==> src/rtl/rv32_pkg.sv <==
// Shared arithmetic-unit types for the InOrderSingleIssue pipeline: the lookahead
// carry primitive and the per-stage register record used by cla_pipe_addsub.
package rv32_pkg;

    localparam int CLA_GROUP_W = 4;
    // Widest operand a stage record can carry; narrower builds leave the top bits zero.
    localparam int CLA_MAX_W   = 64;

    typedef struct packed {
        logic                 valid;
        logic                 sat;
        logic                 carry;
        logic [CLA_MAX_W-1:0] a;
        logic [CLA_MAX_W-1:0] b;
        logic [CLA_MAX_W-1:0] sum;
    } cla_stage_t;

    function automatic logic cla_bit(input logic g, input logic p, input logic c);
        return g | (p & c);
    endfunction

endpackage

==> src/rtl/cla_group4.sv <==
// Combinational 4-bit carry-lookahead group: sum, group generate/propagate and carry-out.
module cla_group4
    import rv32_pkg::*;
(
    input  logic [CLA_GROUP_W-1:0] a,
    input  logic [CLA_GROUP_W-1:0] b,
    input  logic                   cin,
    output logic [CLA_GROUP_W-1:0] sum,
    output logic                   g,
    output logic                   p,
    output logic                   cout
);

    logic [CLA_GROUP_W-1:0] bg;
    logic [CLA_GROUP_W-1:0] bp;
    logic [CLA_GROUP_W:0]   c;

    assign bg = a & b;
    assign bp = a ^ b;

    // Each internal carry is a flat sum of products of cin and the bit terms.
    assign c[0] = cin;
    assign c[1] = cla_bit(bg[0], bp[0], cin);
    assign c[2] = bg[1] | (bp[1] & bg[0]) | (bp[1] & bp[0] & cin);
    assign c[3] = bg[2] | (bp[2] & bg[1]) | (bp[2] & bp[1] & bg[0])
                | (bp[2] & bp[1] & bp[0] & cin);

    assign g = bg[3] | (bp[3] & bg[2]) | (bp[3] & bp[2] & bg[1])
             | (bp[3] & bp[2] & bp[1] & bg[0]);
    assign p = &bp;

    assign c[4] = cla_bit(g, p, cin);

    assign sum  = bp ^ c[CLA_GROUP_W-1:0];
    assign cout = c[4];

endmodule

==> src/rtl/cla_pipe_addsub.sv <==
// Pipelined carry-lookahead adder/subtractor, one STAGE_BITS slice resolved per stage.
// Signed saturation on request is built only when CLA_ADDSUB_SAT_EN is defined.
module cla_pipe_addsub
    import rv32_pkg::*;
#(
    parameter int WIDTH      = 32,
    parameter int STAGE_BITS = 8
) (
    input  logic             clk,
    input  logic             rst_n,
    input  logic             in_valid,
    output logic             in_ready,
    input  logic [WIDTH-1:0] a,
    input  logic [WIDTH-1:0] b,
    input  logic             sub,
    input  logic             cin,
    input  logic             sat,
    output logic             out_valid,
    input  logic             out_ready,
    output logic [WIDTH-1:0] sum,
    output logic             cout,
    output logic             ovf
);

    localparam int NSTAGES = WIDTH / STAGE_BITS;
    localparam int NGROUPS = STAGE_BITS / CLA_GROUP_W;

    // Handshake: a transfer occurs on a rising edge where valid and ready are both 1.
    // All stage registers advance together on adv, so a blocked output freezes the pipe.
    logic       adv;
    cla_stage_t front;
    cla_stage_t fin_d;
    logic       ovf_d;
    logic       ovf_q;

    assign adv      = !out_valid || out_ready;
    assign in_ready = adv;

    always_comb begin
        front       = '0;
        front.valid = in_valid;
        front.a     = CLA_MAX_W'(a);
        front.b     = CLA_MAX_W'(b ^ {WIDTH{sub}});
        front.carry = sub | cin;
`ifdef CLA_ADDSUB_SAT_EN
        front.sat   = sat;
`endif
    end

`ifndef CLA_ADDSUB_SAT_EN
    logic unused_sat;
    assign unused_sat = sat;
`endif

    for (genvar k = 0; k < NSTAGES; k++) begin : g_stage
        cla_stage_t            cur;
        cla_stage_t            nx;
        cla_stage_t            d;
        cla_stage_t            q;
        logic [NGROUPS:0]      gc;
        logic [NGROUPS-1:0]    unused_g;
        logic [NGROUPS-1:0]    unused_p;
        logic [STAGE_BITS-1:0] ss;

        if (k == 0) begin : g_first
            assign cur = front;
        end else begin : g_next
            assign cur = g_stage[k-1].q;
        end

        assign gc[0] = cur.carry;

        for (genvar j = 0; j < NGROUPS; j++) begin : g_grp
            cla_group4 u_grp (
                .a    (cur.a[k*STAGE_BITS + j*CLA_GROUP_W +: CLA_GROUP_W]),
                .b    (cur.b[k*STAGE_BITS + j*CLA_GROUP_W +: CLA_GROUP_W]),
                .cin  (gc[j]),
                .sum  (ss[j*CLA_GROUP_W +: CLA_GROUP_W]),
                .g    (unused_g[j]),
                .p    (unused_p[j]),
                .cout (gc[j+1])
            );
        end

        always_comb begin
            nx                                  = cur;
            nx.sum[k*STAGE_BITS +: STAGE_BITS]  = ss;
            nx.carry                            = gc[NGROUPS];
        end

        // The last stage registers the flag/saturation result so every output is a flop.
        if (k == NSTAGES - 1) begin : g_tail
            logic unused_tail;
            assign d           = fin_d;
            assign unused_tail = ^q;
        end else begin : g_body
            assign d = nx;
        end

        always_ff @(posedge clk) begin
            if (!rst_n) begin
                q <= '0;
            end else if (adv) begin
                q <= d;
            end
        end
    end

`ifdef CLA_ADDSUB_SAT_EN
    localparam logic [WIDTH-1:0] SAT_MAX = {1'b0, {(WIDTH-1){1'b1}}};
    localparam logic [WIDTH-1:0] SAT_MIN = {1'b1, {(WIDTH-1){1'b0}}};
`endif

    always_comb begin
        fin_d = g_stage[NSTAGES-1].nx;
        ovf_d = (fin_d.a[WIDTH-1] == fin_d.b[WIDTH-1])
              & (fin_d.sum[WIDTH-1] != fin_d.a[WIDTH-1]);
`ifdef CLA_ADDSUB_SAT_EN
        if (fin_d.sat && ovf_d) begin
            fin_d.sum = fin_d.a[WIDTH-1] ? CLA_MAX_W'(SAT_MIN) : CLA_MAX_W'(SAT_MAX);
        end
`endif
    end

    always_ff @(posedge clk) begin
        if (!rst_n) begin
            ovf_q <= 1'b0;
        end else if (adv) begin
            ovf_q <= ovf_d;
        end
    end

    assign out_valid = g_stage[NSTAGES-1].q.valid;
    assign sum       = g_stage[NSTAGES-1].q.sum[WIDTH-1:0];
    assign cout      = g_stage[NSTAGES-1].q.carry;
    assign ovf       = ovf_q;

endmodule
==> config.mk <==
export PLATFORM = sky130hd
export DESIGN_NAME = cla_pipe_addsub
export DESIGN_NICKNAME = d
export VERILOG_FILES = /design/src/rtl/rv32_pkg.sv /design/src/rtl/cla_group4.sv /design/src/rtl/cla_pipe_addsub.sv
export SDC_FILE = /design/constraint.sdc
export NUM_CORES = 1
export LEC_CHECK = 0
export CAP_MARGIN = 20
export CORE_MARGIN = 8
export CORE_UTILIZATION = 56
export DETAILED_ROUTE_END_ITERATION = 12
export PLACE_DENSITY = 0.83
export SYNTH_ARGS = -nofsm -noshare
export SYNTH_HDL_FRONTEND = slang
export SYNTH_HIERARCHICAL = 1
export SYNTH_SLANG_ARGS = --single-unit
export TNS_END_PERCENT = 20
==> constraint.sdc <==
create_clock -name clk -period 4.2 [get_ports clk]
set_input_delay 1.26 -clock clk [delete_from_list [all_inputs] [get_ports clk]]
set_output_delay 1.26 -clock clk [all_outputs]
set_load 0.02 [all_outputs]
After elaboration in Yosys (flattened, before gate mapping)
Cells that the tools add are included.
Widths: inputs -> output; s select.
{"block": "classes", "add_sub_neg": 0, "n_mul": 0, "n_div": 0, "magnitude_cmp": 0, "eq_ne": 2, "shift": 0, "mux": 0, "n_bitwise": 227, "reduce_logical": 10}
{"op": "$and 1x1->1", "n": 121}
{"op": "$or 1x1->1", "n": 81}
{"op": "$xor 4x4->4", "n": 16}
{"op": "$and 4x4->4", "n": 8}
{"op": "$reduce_and 4->1", "n": 8}
{"op": "$xor 32x32->32", "n": 1}
{"op": "$eq 1x1->1", "n": 1}
{"op": "$logic_not 1->1", "n": 1}
{"op": "$logic_or 1x1->1", "n": 1}
{"op": "$ne 1x1->1", "n": 1}
{"block": "totals", "register_bits": 281, "latchBits": 0, "mem_bits_rw": 0, "mem_bits_ro": 0, "input_bits": 71, "output_inout_bits": 36, "word_cells": 258, "mem_count": 0}

Longest topological paths before layout
Gate-level depths: netlist of the first run.
{"block": "logic_depth", "ltp_word": 11, "depth_mapped": 12, "depth_no_buf": 10}

By module
The synthesis of the first run kept the hierarchy.
{"mod": "cla_pipe_addsub", "instances": 1, "cells_each": 816, "area_per_inst_um2": 7209.4}
{"mod": "cla_group4 (g_stage[1].g_grp[0].u_grp ...)", "instances": 6, "cells_each": 22, "area_per_inst_um2": 193.9}
{"mod": "cla_group4 (g_stage[0].g_grp[0].u_grp ...)", "instances": 2, "cells_each": 22, "area_per_inst_um2": 182.7}

Worst setup path before layout of the first run
No wires, ideal clock.
{"block": "synth_path", "kind": "input -> register", "start": "input sub", "end": "register g_stage[0].q[4] (netlist name)", "setup_ps": 70, "arrival_time_ps": 3234, "t_required_ps": 4130, "slack_ps": 896, "cell_stages": 12, "n_path_buf": 2, "cell_sequence": "buf_2 > buf_4 > xor2_1 > ha_1 > a41oi_1 > o21ai_2 > a21o_1 > inv_1 > fa_1 > inv_1 > nand2_1 > a21boi_1"}
{"item": "from (decl)", "line": "cla_pipe_addsub.sv:15", "text": "input logic sub,"}
{"item": "to (signal assigned)", "line": "cla_pipe_addsub.sv:102", "text": "q <= '0;"}
{"item": "to (signal assigned)", "line": "cla_pipe_addsub.sv:104", "text": "q <= d;"}
{"item": "to (decl)", "line": "cla_pipe_addsub.sv:59", "text": "cla_stage_t q;"}

Worst setup path in the final report of the first run
{"block": "layout_path", "start": "input out_ready", "end": "output in_ready"}
{"block": "layout_between", "elab_chain_cells": 1}
{"item": "from (decl)", "line": "cla_pipe_addsub.sv:19", "text": "input logic out_ready,"}
{"item": "$logic_or 1x1->1", "line": "cla_pipe_addsub.sv:36", "text": "assign adv = !out_valid || out_ready;"}
{"item": "to (decl)", "line": "cla_pipe_addsub.sv:12", "text": "output logic in_ready,"}
No other way between the ends.

==> results.yml, run 1 <==
setup_path:
  crit_top_cell: "clkdlybuf4s50_1"
  required_ns: 2.94
  cp.arrival_ns: 2.48
  startpoint_type: "input port"
  rrSetupSlack_ns: 1.77
  cp_slowest_cell: "clkdlybuf4s50_1"
  crit_path_end_kind: "output pin"
  timing.rr.end: "g_stage[0].q[7]"
  r2r-start: "out_valid"
  reg2reg_depth: 5
  worst-setup-path-type: "input port to output pin"
  crit_chain: "clkdlybuf4s50_1, nor2b_4, inv_6, clkdlybuf4s50_1"
  critPathMaxStageDelay_ns: 0.60
  crit_fanout: 2
drt:
  dr.first_iter.drc_count: 498
  drt_pre_antenna_iters: 4
  drc_errors: 0
  detail-route-antenna-nets: 0
  routedWlPerCell_um: 13.25
  drt-total-wl_um: 16330
  routed_via_density: 5.059
  num_vias: 6238
global_route:
  groute.usage.overall_pct: 17.11
  grt_first_pass_wirelength_um: 27850
  antenna_found_initial: 0
  grt_pass1_vias: 5822
  grt-ovfl-total: 0
  grt_max_degree: 210
place:
  dp_slack_ns: 0.4526
  port_buffers: 105
  place.gp.congestion: 0.8227
  dp_hpwl_um: 10710
layout:
  drive_gt1_share_pct: 5.742
  antenna_cells: 0
  area_growth_pct: 17.70
  final_net_count: 1143
synthesis:
  synthCells: 968
  avgSynthCellArea_um2: 8.820
  syn_nets: 1079
  ys_warn_count: 6
  syn-cell-area_um2: 8538
worst_hold_path:
  holdPathEnd: "sum[24]"
  worst_hold_startpoint: "sum[24]"
  holdCritPathClass: "register to register"
  hold_depth: 2
clock_network:
  cts_resized: 0
  h-tree-depth: 4
  cts_buffer_depth: 2
  cts_tree: "built"
  cts_setup_buffers: 0
  clk_latency_ns: 0.42
  cts_sinks: 185
  cts_root_buf: "clkbuf_16"
  ctsHoldBuffers: 0
  numCtsBuffers: 17
  clkTransAtPathRegs_ns: 0.06
power_and_ir_drop:
  powerDensity_nw_per_um2: 408.3
  power.ir.vdd_worst_v: 0.0002859
  leakagePower_nw: 4.269
sta:
  period_share_pct: 89.12
  finalHoldViolCount: 0
  rsz0062_at_grt: "false"
  tns_ns: 0
  max_slew.worst_pin.slew_ns: 0.9362
  finalSetupViolations: 0
  clock-skew-final_ns: 0.006337
  relSlewSlack_pct: 37.59
  final_max_slew_viol_count: 0
  fmax_mhz: 267.2
  setup_ws_ns: 0.4569
  period_minus_slack_ns: 3.743
floorplanning:
  start_util_pct: 56.80
  core_um2: 15030
  dieArea_um2: 19450
  fp-row-count: 45
  die_w_um: 139.5
  chipHeight_um: 139.5
  io_pins: 107
status:
  status: "finished, final reports clean"
run:
  cap_violations: 0
[cell usage in the layout (no fill, tap or decap), drive strengths merged, types with 4 or more instances in the layout]
cell type and n:
nand2 342, dfxtp 185, a21boi 159, clkdlybuf4s50 103, inv 42, xnor2 40
ha 32, o211a 24, clkbuf 22, a21oi 18, xor2 16, a21o 16
o21ai 9, fa 8, a41oi 8, buf 7, clkinv 4
[per-layer routing]
metal	up-vias	wire length [um]	global-route usage, %	share of wire, %
met5	-	0	0	0
met4	0	154	6.239	0.94
met3	9	687	3.899	4.2
met2	99	7039	24.91	43
met1	2870	8451	24.14	52
li1	3260	-	-	-
[worst max path at each step]
stage | startpoint | depth (start not counted) | slack [ns] | end
2_1_floorplan | sub | 12 | 0.91 | g_stage[0].q[4]
3_3_place_gp | out_ready | 4 | 0.47 | in_ready
3_5_place_dp | out_ready | 4 | 0.45 | in_ready
4_1_cts | out_ready | 4 | 0.45 | in_ready
5_1_grt | out_ready | 4 | 0.42 | in_ready
6_report | out_ready | 4 | 0.46 | in_ready
[final cells by class]
| class | instances | area (um2) |
|---|---|---|
| clock buffers | 22 | 474.2 |
| inverters | 41 | 158.9 |
| multi-input cells | 677 | 4232 |
| repair buffers | 110 | 1106 |
| clock inverters | 10 | 140.1 |
| flip-flops and latches | 185 | 3704 |
| well taps | 188 | 235.2 |
| fillers | 1206 | 4984 |
[power by group]
group	total (mW)	switching [mW]	internal, mW
sequential	1.94	0.0646	1.87
combinational	0.522	0.254	0.267
clock	1.64	0.656	0.986
[worst max-delay path, delay by kind of cell]
kind / cells / cell delay [ns]
and+or+nand+nor: 1 / 0.06
buffers and inverters: 3 / 1.16
[stage by stage]
step / util (%) / cells / area (um2) / hold slack (ns) / total power [mW]
2_1_floorplan: - / 968 / 8538 / 0.4310 / 2.326
3_3_place_gp: 62.76 / 1201 / 9435 / 0.4368 / 2.483
3_5_place_dp: 62.76 / 1201 / 9435 / 0.4420 / 2.498
4_1_cts: 66.85 / 1233 / 10050 / 0.4510 / 4.137
5_1_grt: 66.85 / 1233 / 10050 / 0.4636 / 4.280
6_report: 66.85 / 1233 / 10050 / 0.4462 / 4.103
[flip-flops by register name (all words and copies together), names as in the netlist]
| name | cells |
|---|---|
| cout | 1 |
| fin_d | 41 |
| ovf | 1 |
| sum | 32 |
| out_valid | 1 |
| g_stage.q | 109 |
Note: power is estimated with default switching activity, not from simulation.
==> run 2, diff against run 1 <==
--- a/config.mk
+++ b/config.mk
@@ -7,9 +7,9 @@
 export LEC_CHECK = 0
 export CAP_MARGIN = 20
 export CORE_MARGIN = 8
-export CORE_UTILIZATION = 56
+export CORE_UTILIZATION = 25
 export DETAILED_ROUTE_END_ITERATION = 12
-export PLACE_DENSITY = 0.83
+export PLACE_DENSITY = 0.45
 export SYNTH_ARGS = -nofsm -noshare
 export SYNTH_HDL_FRONTEND = slang
 export SYNTH_HIERARCHICAL = 1
==> results.yml, run 2 (synthesized netlist as in run 1, its figures left out) <==
status:
  status: "finished, final reports clean"
layout:
  final_core_util_pct: 30.76
  antenna_cells: 0
  layout_common_cells: "nand2_1 (342), dfxtp_1 (185), a21boi_1 (149), clkdlybuf4s50_1 (103)"
  area_growth_pct: 21.09
  layout_commonest_cell: "nand2_1"
  largest_register_ffs: 109
  final_net_count: 1145
  drive_gt1_share_pct: 5.922
  regMostFlops: "g_stage.q"
global_route:
  grt_max_degree: 210
  grt-ovfl-total: 0
  use_met1_pct: 15.02
  groute.usage.overall_pct: 9.852
  grt_pass1_vias: 5877
  antenna_found_initial: 0
  grt_use_met3_pct: 2.356
  grt_first_pass_wirelength_um: 32410
  top_usage_layer: "met1"
  use_met2_pct: 13.23
setup_path:
  crit_fanout: 2
  critPathMaxStageDelay_ns: 0.68
  crit_chain: "clkdlybuf4s50_1, nor2b_4, inv_6, clkdlybuf4s50_1"
  required_ns: 2.94
  startpoint_type: "input port"
  worst-setup-path-type: "input port to output pin"
  cp_slowest_cell: "clkdlybuf4s50_1"
  rrSetupSlack_ns: 1.69
  cp.arrival_ns: 2.60
  crit_path_end_kind: "output pin"
  crit_top_cell: "clkdlybuf4s50_1"
worst_hold_path:
  holdCritPathClass: "register to register"
clock_network:
  cts_root_buf: "clkbuf_16"
  cts_tree: "built"
  h-tree-depth: 4
  ctsHoldBuffers: 0
  cts_resized: 0
  clkTransAtPathRegs_ns: 0.07
  cts_buffer_depth: 2
  clk_latency_ns: 0.43
  cts_sinks: 185
  numCtsBuffers: 17
  cts_setup_buffers: 0
floorplanning:
  fp-row-count: 67
  chipHeight_um: 200.8
  die_w_um: 200.8
  start_util_pct: 25.40
  core_um2: 33620
  dieArea_um2: 40320
  io_pins: 107
place:
  place.gp.congestion: 0.7198
  dp_hpwl_um: 13210
  port_buffers: 105
run:
  cap_violations: 0
power_and_ir_drop:
  leakagePower_nw: 4.250
  power.ir.vdd_worst_v: 0.0002777
  powerDensity_nw_per_um2: 391.5
  fin_total_pwr_mw: 4.048
drt:
  num_vias: 6034
  routed_via_density: 4.036
  routedWlPerCell_um: 13.28
  detail-route-antenna-nets: 0
  drt-total-wl_um: 19860
  drt_pre_antenna_iters: 4
  drc_errors: 0
  dr.first_iter.drc_count: 322
sta:
  fmax_mhz: 259.0
  final_max_slew_viol_count: 0
  relSlewSlack_pct: 35.22
  clock-skew-final_ns: 0.008850
  finalHoldViolCount: 0
  max_slew.worst_pin.slew_ns: 0.9717
  finalSetupViolations: 0
  period_minus_slack_ns: 3.862
  tns_ns: 0
  rsz0062_at_grt: "false"
  period_share_pct: 91.94
## run 2: cell count changes in the layout (fill, tap and decap cells not counted), sizes merged
cell	before	now
inv	42	44
clkinvlp	2	3
bufinv	3	1
clkbuf	22	21
buf	7	9
## run 2: per-layer routing
metal,vias to the layer above,share of wire (%)
met3,18,2.8
met1,2655,58
met2,72,38
met4,0,1.2
met5,-,0
li1,3289,-
## run 2: layout make-up
| type | instances | area, um2 |
|---|---|---|
| tap | 448 | 560.5 |
| clock inverter | 11 | 115.1 |
| fill | 3573 | 23280 |
| multi-input combinational | 677 | 4232 |
| inverter | 41 | 158.9 |
| sequential | 185 | 3704 |
| clock buffer | 21 | 460.4 |
| timing repair buffer | 112 | 1109 |
## run 2: power breakdown
part           leakage, nW  switching (mW)  internal (mW)
clock network        0.274           0.717          0.861
registers             1.52          0.0639           1.87
logic                 2.46           0.264          0.267
## run 2: critical path, delay by kind of cell
| kind | cells | cell delay (ns) |
|---|---|---|
| simple gates | 1 | 0.08 |
| buf+inv | 3 | 1.27 |
## run 2: stage by stage
step                      setup WS, ns  cells  cell area (um2)  hold WS (ns)
after CTS                       0.3209   1495            10340        0.4524
final                           0.3385   1495            10340        0.4466
after floorplan                 0.9061    968             8538        0.4310
after global routing            0.2974   1495            10340        0.4643
after global placement          0.2591   1463             9763        0.4374
after detailed placement        0.2564   1463             9763        0.4424
## run 2: path summary, 6_finish.rpt
check | startpoint | endpoint | cells past startpoint
worst max-delay path | out_ready | in_ready | 4
worst min-delay path | sum[14] | sum[14] | 2
worst max register to register | out_valid | g_stage[1].q[148] | 5
worst min register to register | sum[14] | sum[14] | 2
==> run 3, diff against run 2 <==
--- a/config.mk
+++ b/config.mk
@@ -7,9 +7,9 @@
 export LEC_CHECK = 0
 export CAP_MARGIN = 20
 export CORE_MARGIN = 8
-export CORE_UTILIZATION = 25
+export CORE_UTILIZATION = 45
 export DETAILED_ROUTE_END_ITERATION = 12
-export PLACE_DENSITY = 0.45
+export PLACE_DENSITY = 0.7
 export SYNTH_ARGS = -nofsm -noshare
 export SYNTH_HDL_FRONTEND = slang
 export SYNTH_HIERARCHICAL = 1
==> results.yml, run 3 (synthesized netlist as in run 1, its figures left out) <==
status:
  status: "finished, final reports clean"
sta:
  finalHoldViolCount: 0
  tns_ns: 0
  period_minus_slack_ns: 3.792
  relSlewSlack_pct: 38.89
  clock-skew-final_ns: 0.006700
  final_max_slew_viol_count: 0
  period_share_pct: 90.27
  finalSetupViolations: 0
  max_slew.worst_pin.slew_ns: 0.9166
  rsz0062_at_grt: "false"
  fmax_mhz: 263.7
clock_network:
  cts_sinks: 185
  cts_resized: 0
  cts_root_buf: "clkbuf_16"
  clk_latency_ns: 0.42
  cts_setup_buffers: 0
  ctsHoldBuffers: 0
  cts_buffer_depth: 2
  clkTransAtPathRegs_ns: 0.07
  numCtsBuffers: 17
  h-tree-depth: 4
  cts_tree: "built"
power_and_ir_drop:
  fin_total_pwr_mw: 4.083
  power.ir.vdd_worst_v: 0.0002801
  powerDensity_nw_per_um2: 404.0
  leakagePower_nw: 4.266
global_route:
  use_met2_pct: 19.95
  grt_first_pass_wirelength_um: 28540
  top_usage_layer: "met1"
  use_met1_pct: 21.56
  groute.usage.overall_pct: 14.47
  grt_use_met3_pct: 3.195
  grt-ovfl-total: 0
  grt_max_degree: 210
  antenna_found_initial: 0
  grt_pass1_vias: 5746
floorplanning:
  core_um2: 18640
  dieArea_um2: 23640
  io_pins: 107
  start_util_pct: 45.80
  chipHeight_um: 153.7
  fp-row-count: 50
  die_w_um: 153.7
run:
  cap_violations: 0
layout:
  final_net_count: 1145
  regMostFlops: "g_stage.q"
  antenna_cells: 0
  layout_common_cells: "nand2_1 (342), dfxtp_1 (185), a21boi_1 (149), clkdlybuf4s50_1 (103)"
  layout_commonest_cell: "nand2_1"
  drive_gt1_share_pct: 6.113
  largest_register_ffs: 109
  area_growth_pct: 18.36
  fillers: 1786
setup_path:
  cp_slowest_cell: "clkdlybuf4s50_1"
  required_ns: 2.94
  crit_family: "buffers and inverters"
  worst-setup-path-type: "input port to output pin"
  crit_top_cell: "clkdlybuf4s50_1"
  crit_path_end_kind: "output pin"
  crit_chain: "clkdlybuf4s50_1, nor2b_4, inv_6, clkdlybuf4s50_1"
  crit_fanout: 2
  critPathMaxStageDelay_ns: 0.64
  cp.arrival_ns: 2.53
  cp_num_buf_inv: 3
  startpoint_type: "input port"
place:
  place.gp.congestion: 0.7582
  dp_hpwl_um: 11230
  port_buffers: 105
drt:
  drt_pre_antenna_iters: 4
  dr.first_iter.drc_count: 389
  detail-route-antenna-nets: 0
  routedWlPerCell_um: 12.98
  routed_via_density: 4.780
  drt-total-wl_um: 16630
  num_vias: 6123
  drc_errors: 0
worst_hold_path:
  holdCritPathClass: "register to register"
[run 3: cell types whose count changed in the layout (fill, tap and decap cells not counted)]
cell	before	now
inv_8	2	3
clkinv_4	3	2
clkinv_2	1	0
clkinv_8	0	1
bufinv_16	1	2
clkbuf_1	2	0
clkbuf_8	2	0
inv_6	2	5
[run 3: worst register-to-register path, stage by stage (launching register included)]
cell and delay (ns):
dfxtp_1 0.33, nor2b_4 0.20, buf_4 0.66, buf_4 0.78, nand2_1 0.16, a21boi_1 0.17
[run 3: worst paths after layout]
kind	to	cells after the start	from	slack, ns
worst max-delay path	in_ready	4	out_ready	0.41
worst min-delay path	sum[0]	2	sum[0]	0.45
worst max register to register	fin_d[94]	5	out_valid	1.82
worst min register to register	sum[0]	2	sum[0]	0.45
[run 3: through the flow]
step           cells  util (%)  worst slack (ns)  hold slack (ns)  cell area, um2
6_report        1281     54.21            0.4085           0.4462           10110
2_1_floorplan    968         -            0.9061           0.4310            8538
4_1_cts         1281     54.21            0.3876           0.4511           10110
3_5_place_dp    1249     50.93            0.3971           0.4413            9495
3_3_place_gp    1249     50.93            0.3929           0.4374            9495
5_1_grt         1281     54.21            0.3693           0.4628           10110
[run 3: layout make-up]
cell class | count | area, um2 | area share (%)
multi-input combinational | 677 | 4232 | 41.87
sequential | 185 | 3704 | 36.65
timing repair buffer | 112 | 1109 | 10.97
clock buffer | 17 | 425.4 | 4.210
tap | 234 | 292.8 | 2.897
clock inverter | 15 | 185.2 | 1.832
inverter | 41 | 158.9 | 1.572
[run 3: metal layers]
metal	wire length [um]	part of all wire (%)
met5	0	0
met4	153	0.92
met3	514	3.1
met2	6807	41
met1	9155	55
[run 3: report_power, final]
part	switching, mW	internal (mW)	total (mW)
Combinational	0.253	0.267	0.520
Clock	0.723	0.903	1.63
Sequential	0.0635	1.87	1.94
Total	1.04	3.04	4.08
